## config.mk

```make
export PLATFORM = sky130hd
export DESIGN_NAME = irq_ctrl
export DESIGN_NICKNAME = d
export VERILOG_FILES = /design/src/rtl/csr_pkg.sv /design/src/rtl/irq_sync.sv /design/src/rtl/irq_ctrl.sv
export SDC_FILE = /design/constraint.sdc
export NUM_CORES = 1
export LEC_CHECK = 0
export BUFFER_PORTS_ARGS = -buffer_cell sky130_fd_sc_hd__buf_2
export CORE_MARGIN = 4
export CORE_UTILIZATION = 35
export DETAILED_ROUTE_END_ITERATION = 16
export PLACE_DENSITY_LB_ADDON = 0.15
export SYNTH_ARGS = -nofsm -noshare
export SYNTH_HDL_FRONTEND = slang
export SYNTH_SLANG_ARGS = --single-unit
```

## constraint.sdc

```tcl
create_clock -name clk -period 3.98 [get_ports clk]
set_input_delay 0 -clock clk [delete_from_list [all_inputs] [get_ports clk]]
set_output_delay 0 -clock clk [all_outputs]
set_load 0.05 [all_outputs]
```

## src/rtl/csr_pkg.sv

```systemverilog
// Shared CSR constants for the machine-mode interrupt controller:
// mip bit positions, interrupt exception codes, the mcause interrupt flag
// and the request FSM state encoding.
package csr_pkg;

   // mip / mie bit positions
   localparam int unsigned MIP_MSIP = 3;
   localparam int unsigned MIP_MTIP = 7;
   localparam int unsigned MIP_MEIP = 11;

   // Interrupt exception codes (equal to the matching mip bit index)
   localparam logic [63:0] EXC_MSI = 64'd3;
   localparam logic [63:0] EXC_MTI = 64'd7;
   localparam logic [63:0] EXC_MEI = 64'd11;

   // mcause bit 63 marks an interrupt
   localparam logic [63:0] MCAUSE_INT = 64'h8000_0000_0000_0000;

   typedef enum logic [1:0] {
      IRQ_IDLE    = 2'd0,
      IRQ_REQ     = 2'd1,
      IRQ_HOLDOFF = 2'd2
   } irq_state_e;

endpackage

```

## src/rtl/irq_sync.sv

```systemverilog
// Multi-flop synchronizer for asynchronous level inputs.
module irq_sync #(
   parameter int unsigned WIDTH = 1,
   parameter int unsigned DEPTH = 2
) (
   input  logic             clk,
   input  logic             reset,
   input  logic [WIDTH-1:0] d_i,
   output logic [WIDTH-1:0] q_o
);

   logic [DEPTH-1:0][WIDTH-1:0] sync_q;

   // Shift the raw level through DEPTH flops; stage 0 takes the raw input
   always_ff @(posedge clk or posedge reset) begin
      if (reset) begin
         sync_q <= '0;
      end else begin
         sync_q <= {sync_q[DEPTH-2:0], d_i};
      end
   end

   assign q_o = sync_q[DEPTH-1];

endmodule

```

## src/rtl/irq_ctrl.sv

```systemverilog
// Machine-mode interrupt controller: synchronizes the timer, software and
// external interrupt lines, builds mip, and raises a prioritized request
// with a captured mcause, followed by a hold-off window after acknowledge.
module irq_ctrl
   import csr_pkg::*;
#(
   parameter int unsigned SYNC_STAGES    = 2,
   parameter int unsigned HOLDOFF_CYCLES = 1
) (
   input  logic        clk,
   input  logic        reset,
   input  logic        trint,
   input  logic        swint,
   input  logic        exint,
   input  logic        mstatus_mie,
   input  logic [63:0] mie,
   input  logic        irq_ack,
   output logic [63:0] mip_out,
   output logic        irq_req,
   output logic [63:0] irq_cause
);

   logic        mtip_s, msip_s, meip_s;
   logic [63:0] mip;
   logic [63:0] elig;
   logic [63:0] sel_cause;
   logic        cause_still_elig;

   irq_state_e  state_q, state_d;
   logic [3:0]  cnt_q, cnt_d;
   logic [63:0] cause_q, cause_d;

   irq_sync #(.WIDTH(1), .DEPTH(SYNC_STAGES)) u_sync_mti (
      .clk   (clk),
      .reset (reset),
      .d_i   (trint),
      .q_o   (mtip_s)
   );

   irq_sync #(.WIDTH(1), .DEPTH(SYNC_STAGES)) u_sync_msi (
      .clk   (clk),
      .reset (reset),
      .d_i   (swint),
      .q_o   (msip_s)
   );

   irq_sync #(.WIDTH(1), .DEPTH(SYNC_STAGES)) u_sync_mei (
      .clk   (clk),
      .reset (reset),
      .d_i   (exint),
      .q_o   (meip_s)
   );

   // Assemble mip and pick the highest-priority eligible cause (MEI > MSI > MTI)
   always_comb begin
      mip           = '0;
      mip[MIP_MTIP] = mtip_s;
      mip[MIP_MSIP] = msip_s;
      mip[MIP_MEIP] = meip_s;
      elig          = mip & mie & {64{mstatus_mie}};
      if (elig[MIP_MEIP]) begin
         sel_cause = MCAUSE_INT | EXC_MEI;
      end else if (elig[MIP_MSIP]) begin
         sel_cause = MCAUSE_INT | EXC_MSI;
      end else begin
         sel_cause = MCAUSE_INT | EXC_MTI;
      end
      // exception code doubles as the mip/mie bit index
      cause_still_elig = elig[cause_q[5:0]];
   end

   // State, hold-off counter and captured cause registers
   always_ff @(posedge clk or posedge reset) begin
      if (reset) begin
         state_q <= IRQ_IDLE;
         cnt_q   <= '0;
         cause_q <= '0;
      end else begin
         state_q <= state_d;
         cnt_q   <= cnt_d;
         cause_q <= cause_d;
      end
   end

   // Next-state logic; cause is cleared on every exit from REQ so it reads zero outside REQ
   always_comb begin
      state_d = state_q;
      cnt_d   = cnt_q;
      cause_d = cause_q;
      case (state_q)
         IRQ_IDLE: begin
            if (|elig) begin
               state_d = IRQ_REQ;
               cause_d = sel_cause;
            end
         end
         IRQ_REQ: begin
            if (irq_ack) begin
               state_d = IRQ_HOLDOFF;
               cnt_d   = 4'(HOLDOFF_CYCLES - 1);
               cause_d = '0;
            end else if (!cause_still_elig) begin
               state_d = IRQ_IDLE;
               cause_d = '0;
            end
         end
         IRQ_HOLDOFF: begin
            if (cnt_q == 4'd0) begin
               state_d = IRQ_IDLE;
            end else begin
               cnt_d = cnt_q - 4'd1;
            end
         end
         default: begin
            state_d = IRQ_IDLE;
            cause_d = '0;
         end
      endcase
   end

   assign mip_out   = mip;
   assign irq_req   = (state_q == IRQ_REQ);
   assign irq_cause = cause_q;

endmodule

```

**Word-level counts from Yosys, hierarchy flattened**

Cells that the tools add are included.

- Add/subtract/negate cells: 1
- Muxes and demuxes: 16
- Eq/ne operators: 7
- Order comparisons: 1
- Bitwise gates (word level): 3
- Reduce and logical (&&, ||, !) cells: 7

Operator list:

| kind | number |
|---|---|
| 2-to-1 mux 64 bit | 3 |
| case mux 64 bit (3 select lines) | 1 |
| bitwise AND 12 x 64 -> 64 bit | 1 |
| bitwise AND 64 bit | 1 |
| OR reduction 64 bit | 1 |
| 2-to-1 mux 4 bit | 3 |
| AND reduction 3 bit | 3 |
| 2-to-1 mux 2 bit | 4 |
| inequality test 2 bit (second input constant) | 4 |
| case mux 4 bit (2 select lines) | 1 |
| less-than comparator 6 x 7 -> 1 bit (second input constant) | 1 |
| binary-select mux 1 bit (select 6 bit) | 1 |
| case mux 2 bit (3 select lines) | 1 |
| logical NOT 4 bit | 1 |
| subtractor 4 x 1 -> 4 bit (second input constant) | 1 |
| 2-to-1 mux 3 bit | 1 |
| inequality test 3 bit (second input constant) | 1 |
| == test 2 x 1 -> 1 bit (second input constant) | 1 |
| == test 2 bit (second input constant) | 1 |
| logical NOT 2 bit | 1 |
| nonzero test 2 bit | 1 |
| 2-to-1 mux 1 bit | 1 |
| NOT 1 bit | 1 |

- Input port bits: 71
- Bits in registers: 76
- Word-level logic and storage cells: 44
- Output and inout port bits: 129

**Logic depth before layout (Yosys ltp)**

- Word-level depth: 7
- Depth in mapped cells: 6
- Gate-level depth less buffers: 6

**Cells and area by module**

Synthesis repeated with hierarchy kept, for this count alone.

- Cell total of the unflattened synthesis: 194
- Area, all modules: 1675.4 µm²

By module, submodules not included:

| module | area an instance (µm²) | seq. area each (µm²) | times used | cells each |
|---|---|---|---|---|
| irq_ctrl | 1514.0 | 225.2 | 1 | 185 |
| irq_sync | 53.8 | 50.0 | 3 | 3 |

**Least setup slack after synthesis**

No wires, ideal clock.

- Kind: reg2reg
- From: register cnt_q[0]
- To: register cnt_q[1]
- Data arrival time: 1541 ps
- Stages on the path, launching flop included: 7
- Library setup time: 122 ps
- Clock period less this slack: 1663 ps
- Required time: 3858 ps
- Slack: 2317 ps
- Path buffers: 0
- Cell sequence: dfrtp_1 -> inv_1 -> ha_1 -> or3b_4 -> nand2_4 -> mux2_4 -> a32o_1

- Cells in the longest elaborated chain, start to end: 3
- Elaborated cells between the ends (all ways): 6
- Those cells by class: add/sub: 1; eq/ne: 1; mux: 2; reduce/logical: 2

RTL lines:

| what | line | RTL |
|---|---|---|
| start, declared | irq_ctrl.sv:30 | `logic [3:0] cnt_q, cnt_d;` |
| start signal, assigned | irq_ctrl.sv:80 | `cnt_q <= cnt_d;` |
| subtractor 4 x 1 -> 4 bit or logical NOT 4 bit (tied branches) | irq_ctrl.sv:111, irq_ctrl.sv:108 |  |
| 2-to-1 mux 4 bit or inequality test 2 bit (tied branches) | -- |  |
| case mux 4 bit (2 select lines) or AND reduction 3 bit (tied branches) | -- |  |

Parallel ways exist; a longest one is shown, timed or not. The select of a mux whose other input is x is not followed.
A chain may end at the register's enable or synchronous reset.

**Worst setup path in the final report**

- From: register cnt_q[1]
- To: register cnt_q[1]

Same word-level chain as after synthesis.

==> impl.org <==
** Clock tree
- Clock-pin slew was measured on the worst setup and hold paths at roughly 0.07 ns.
- Bufs on Longest Clock Path :: 2
- Number of CTS-inserted buffers :: 3
- Clock latency on the worst-skew pair, taken at its later pin, is approximately 0.25 ns.
- The tree is rooted in a clkbuf_8.
- Total number of clock tree sinks :: 15
- CTS built an H-tree with a depth of 1.
- TritonCTS built the clock tree.

** Critical path
- R2R setup slack :: between 2 and 2.5 ns
- STA classifies the critical path endpoint as a flip-flop.
- Library cell contributing the largest single delay on the critical path :: dfrtp_1
- Beginning of the worst register-to-register path :: cnt_q[1]
- The critical path goes through inv_1 -> ha_1 -> or3b_4 -> nand2_4 -> mux2_4 -> a32o_1.
- Worst Path Required :: approximately 4.1 ns
- Crit path launch type :: flip-flop
- Worst reg-to-reg path cell count :: 6
- Setup crit start :: cnt_q[1]
- The worst setup path is of the flip-flop to flip-flop kind.
- Largest fanout on the critical path :: 5
- STA puts the critical path data arrival time at 1.86 ns.
- RR Endpoint :: cnt_q[1]
- In this design, the stage delay of the slowest critical-path cell is about 0.41 ns.

** Die
- Vertical die dimension :: a little under 80 um
- During I/O placement, the number of pins put on the boundary was 200.
- The initial utilization of the core area, before any placement, comes to 37.11%.
- From left edge to right edge, the die measures around 77 um.
- The region available for standard cell placement spans 4474 sq um.
- DIE AREA :: between 5000 and 6000 sq um
- Standard-cell row count :: 24

** Synth
- Area leader, netlist :: buf_4
- Avg Cell Area, Syn :: between 8 and 9 sq um
- Post-Syn Instances :: roughly 190
- Seq/Total Area, Yosys :: between 20% and 30%
- For this run, the number of Yosys warnings is 0.
- Ranking of synthesized cells by area :: buf_4 (57%), dfrtp_1 (23%), nand3_1 (1.8%)
- Count of cell types in the netlist :: 29
- In this run the cell area of the synthesized design comes to ~1700 sq um.
- Counting flops and latches in the post-synthesis netlist gives 15.
- The share of synthesized area in the top cell type comes to between 50% and 60%.

** Job
- Max capacitance violation total :: 0

** Global routing
- Pin count of the biggest net entering global routing :: 16
- The via count of the first global-routing pass is about 760.
- Summed over all layers, the global routing overflow is 0.
- Wire length of the first global-routing pass :: between 3 and 4 mm
- The initial antenna violation count was 0.
- Total routing resource utilization after global routing :: between 7 and 8%

** STA
- Final worst hold slack :: 0.1822 ns
- Final hold vios :: 0
- Measured against its own limit, the worst slew margin works out to 61.12%.
- The max-slew violation count was 0.
- The clock arrives with roughly 0.0058 ns of skew.
- Across all setup checks in the final design, the least slack found is 2.246 ns.
- Worst Max-Slew Pin Slew :: 0.5825 ns
- Post-route minimum period :: approximately 1.7 ns
- Setup tns final :: 0 ns
- Max Clock Freq :: just under 600 MHz
- Final count of negative-setup-slack endpoints :: 0
- Setup repair after global routing left no endpoint under its margin.
- Tcrit/Tclk final :: between 40 and 50%

** Min path
- Hold path depth :: 4
- Hold Path Class :: primary input to flip-flop
- Worst hold endpoint :: irq_cause[2]
- Startpoint of the most critical hold path :: mstatus_mie

** Drt
- Remaining antenna violation count :: 0
- After detailed routing, the number of remaining DRC violations is 0.
- Initial drt markers :: 15
- WL final :: approximately 2.3 mm
- The routed layout has 890 vias.
- Average wire per standard cell :: 8.928 um
- Vias per inst :: 3.384
- Number of detailed-routing iterations run before antenna repair :: 4

** Placement
- Worst slack, placed :: around 2.2 ns
- Once placement finished, the instance area stood at roughly 1300 sq um.
- Total instance count after detailed placement :: 254
- In this run the tool buffered the top-level ports with 18 buffer cells.
- At the end of routability-driven placement, the weighted congestion stood at just under 0.7.
- Detailed placement finished with a half-perimeter wire length of approximately 2.0 mm.

** Cells and area
- Final Instance Area :: between 1000 and 1500 sq um
- Area grow syn2layout :: -15.83%
- The post-route netlist has a little over an eighth of its cells at a drive strength greater than 1.
- The finished layout holds about 260 standard cells, fillers aside.
- Antenna Cells :: 0
- At the end of the flow, the number of nets in the layout was between 200 and 300.

** Power
- Leakage power figure :: slightly above 0.8 nW
- Largest voltage drop on the vdd net :: around 0.0002 V
- For this design the ratio of total power to cell area is 567.4 nW/um^2.

** Status
- The run finished with clean final reports.
registers in the layout, indices dropped and copies added, names as in the netlist:
signal / flops
u_sync_mei.q_o: 1
u_sync_mei.sync_q: 1
u_sync_msi.q_o: 1
irq_cause: 3
u_sync_msi.sync_q: 1
state_q: 2
cnt_q: 4
u_sync_mti.sync_q: 1
u_sync_mti.q_o: 1
cell type report:
class | instances | area, sq um
Clock buffer | 3 | 41.29
Clock inverter | 1 | 5.005
Fill cell | 495 | 3077
Inverter | 5 | 18.77
Multi-Input combinational cell | 164 | 752.0
Sequential cell | 15 | 375.4
Tap cell | 52 | 65.06
Timing Repair Buffer | 23 | 140.1
how the worst max path moves through the flow:
stage / end / slack [ns]
2_1_floorplan: cnt_q[1] / 2.32
3_3_place_gp: cnt_q[1] / 2.25
3_5_place_dp: cnt_q[1] / 2.25
4_1_cts: cnt_q[1] / 2.24
5_1_grt: cnt_q[1] / 2.15
6_report: cnt_q[1] / 2.25
cell families after synthesis:
kind of cell	count (synthesis)	share of synthesized area [%]
AND/OR/NAND/NOR	23	8.139
XOR/XNOR	2	1.055
other	1	0.2259
flip-flops	15	22.61
multiplexers	1	0.9040
AO/OA/AOI/OAI	16	6.556
buffers and inverters	132	59.01
adder cells (fa/ha/maj)	2	1.507
cell usage after synthesis:
master	number
nor2_1	3
buf_4	125
conb_1	1
nand3b_1	1
o21ai_0	3
a2bb2oi_1	1
ha_1	2
o31ai_1	1
nor2b_1	1
and2b_2	1
nor2b_4	1
a22o_1	1
xor2_1	2
inv_1	5
nand2_1	5
mux2_4	1
nand3_1	6
or3b_4	1
o221ai_1	1
nand2_4	1
o22ai_1	1
nand2b_1	1
dfrtp_1	15
a21oi_1	5
a311o_2	1
nor3_1	2
o211ai_1	1
a32o_1	1
buf_6	2
per-stage QoR:
step / power, mW / utilization (%)
2_1_floorplan: 0.7390 / -
3_3_place_gp: 0.6687 / 29.08
3_5_place_dp: 0.6675 / 29.08
4_1_cts: 0.7971 / 31.24
5_1_grt: 0.8285 / 31.24
6_report: 0.7931 / 31.24
layout by cell type (no fill, tap or decap), types with 2 or more instances in the layout:
master and count:
nor2_1 3, nand3_1 6, o21ai_0 3, buf_2 18, dlygate4sd3_1 5, dfrtp_1 15
inv_1 5, clkbuf_8 3, nand2_1 5, ha_1 2, a21oi_1 5, nor3_1 2
xor2_1 2, conb_1 120
layer usage:
| layer | vias up | global-route usage, % | wire, um | share of wire [%] |
|---|---|---|---|---|
| li1 | 401 | - | - | - |
| met1 | 392 | 7.593 | 820 | 35 |
| met2 | 95 | 12.54 | 1096 | 47 |
| met3 | 2 | 2.342 | 414 | 18 |
| met4 | 0 | 2.717 | 17 | 0.72 |
| met5 | - | 0 | 0 | 0 |
timing repair:
action                    4_1_cts  5_1_grt
hold endpoints to repair       20        0
hold buffers                    5        0
buffers inserted                0        0
gates resized for setup         0        0
worst max-delay path, delay by kind of cell, from the launching register on:
family,cells,cell delay (ns)
and+or+nand+nor,2,0.50
buffers and inverters,1,0.09
muxes,1,0.29
adders and majority gates,1,0.13
DFF,1,0.41
AOI/OAI and AO/OA,1,0.21
where the power goes:
group          switching [mW]  leakage [nW]  internal [mW]
registers              0.0361         0.190          0.174
clock network          0.0545        0.0255         0.0692
logic                   0.397         0.614         0.0623
total                   0.488         0.829          0.305
Note: power is estimated with default switching activity, not from simulation.
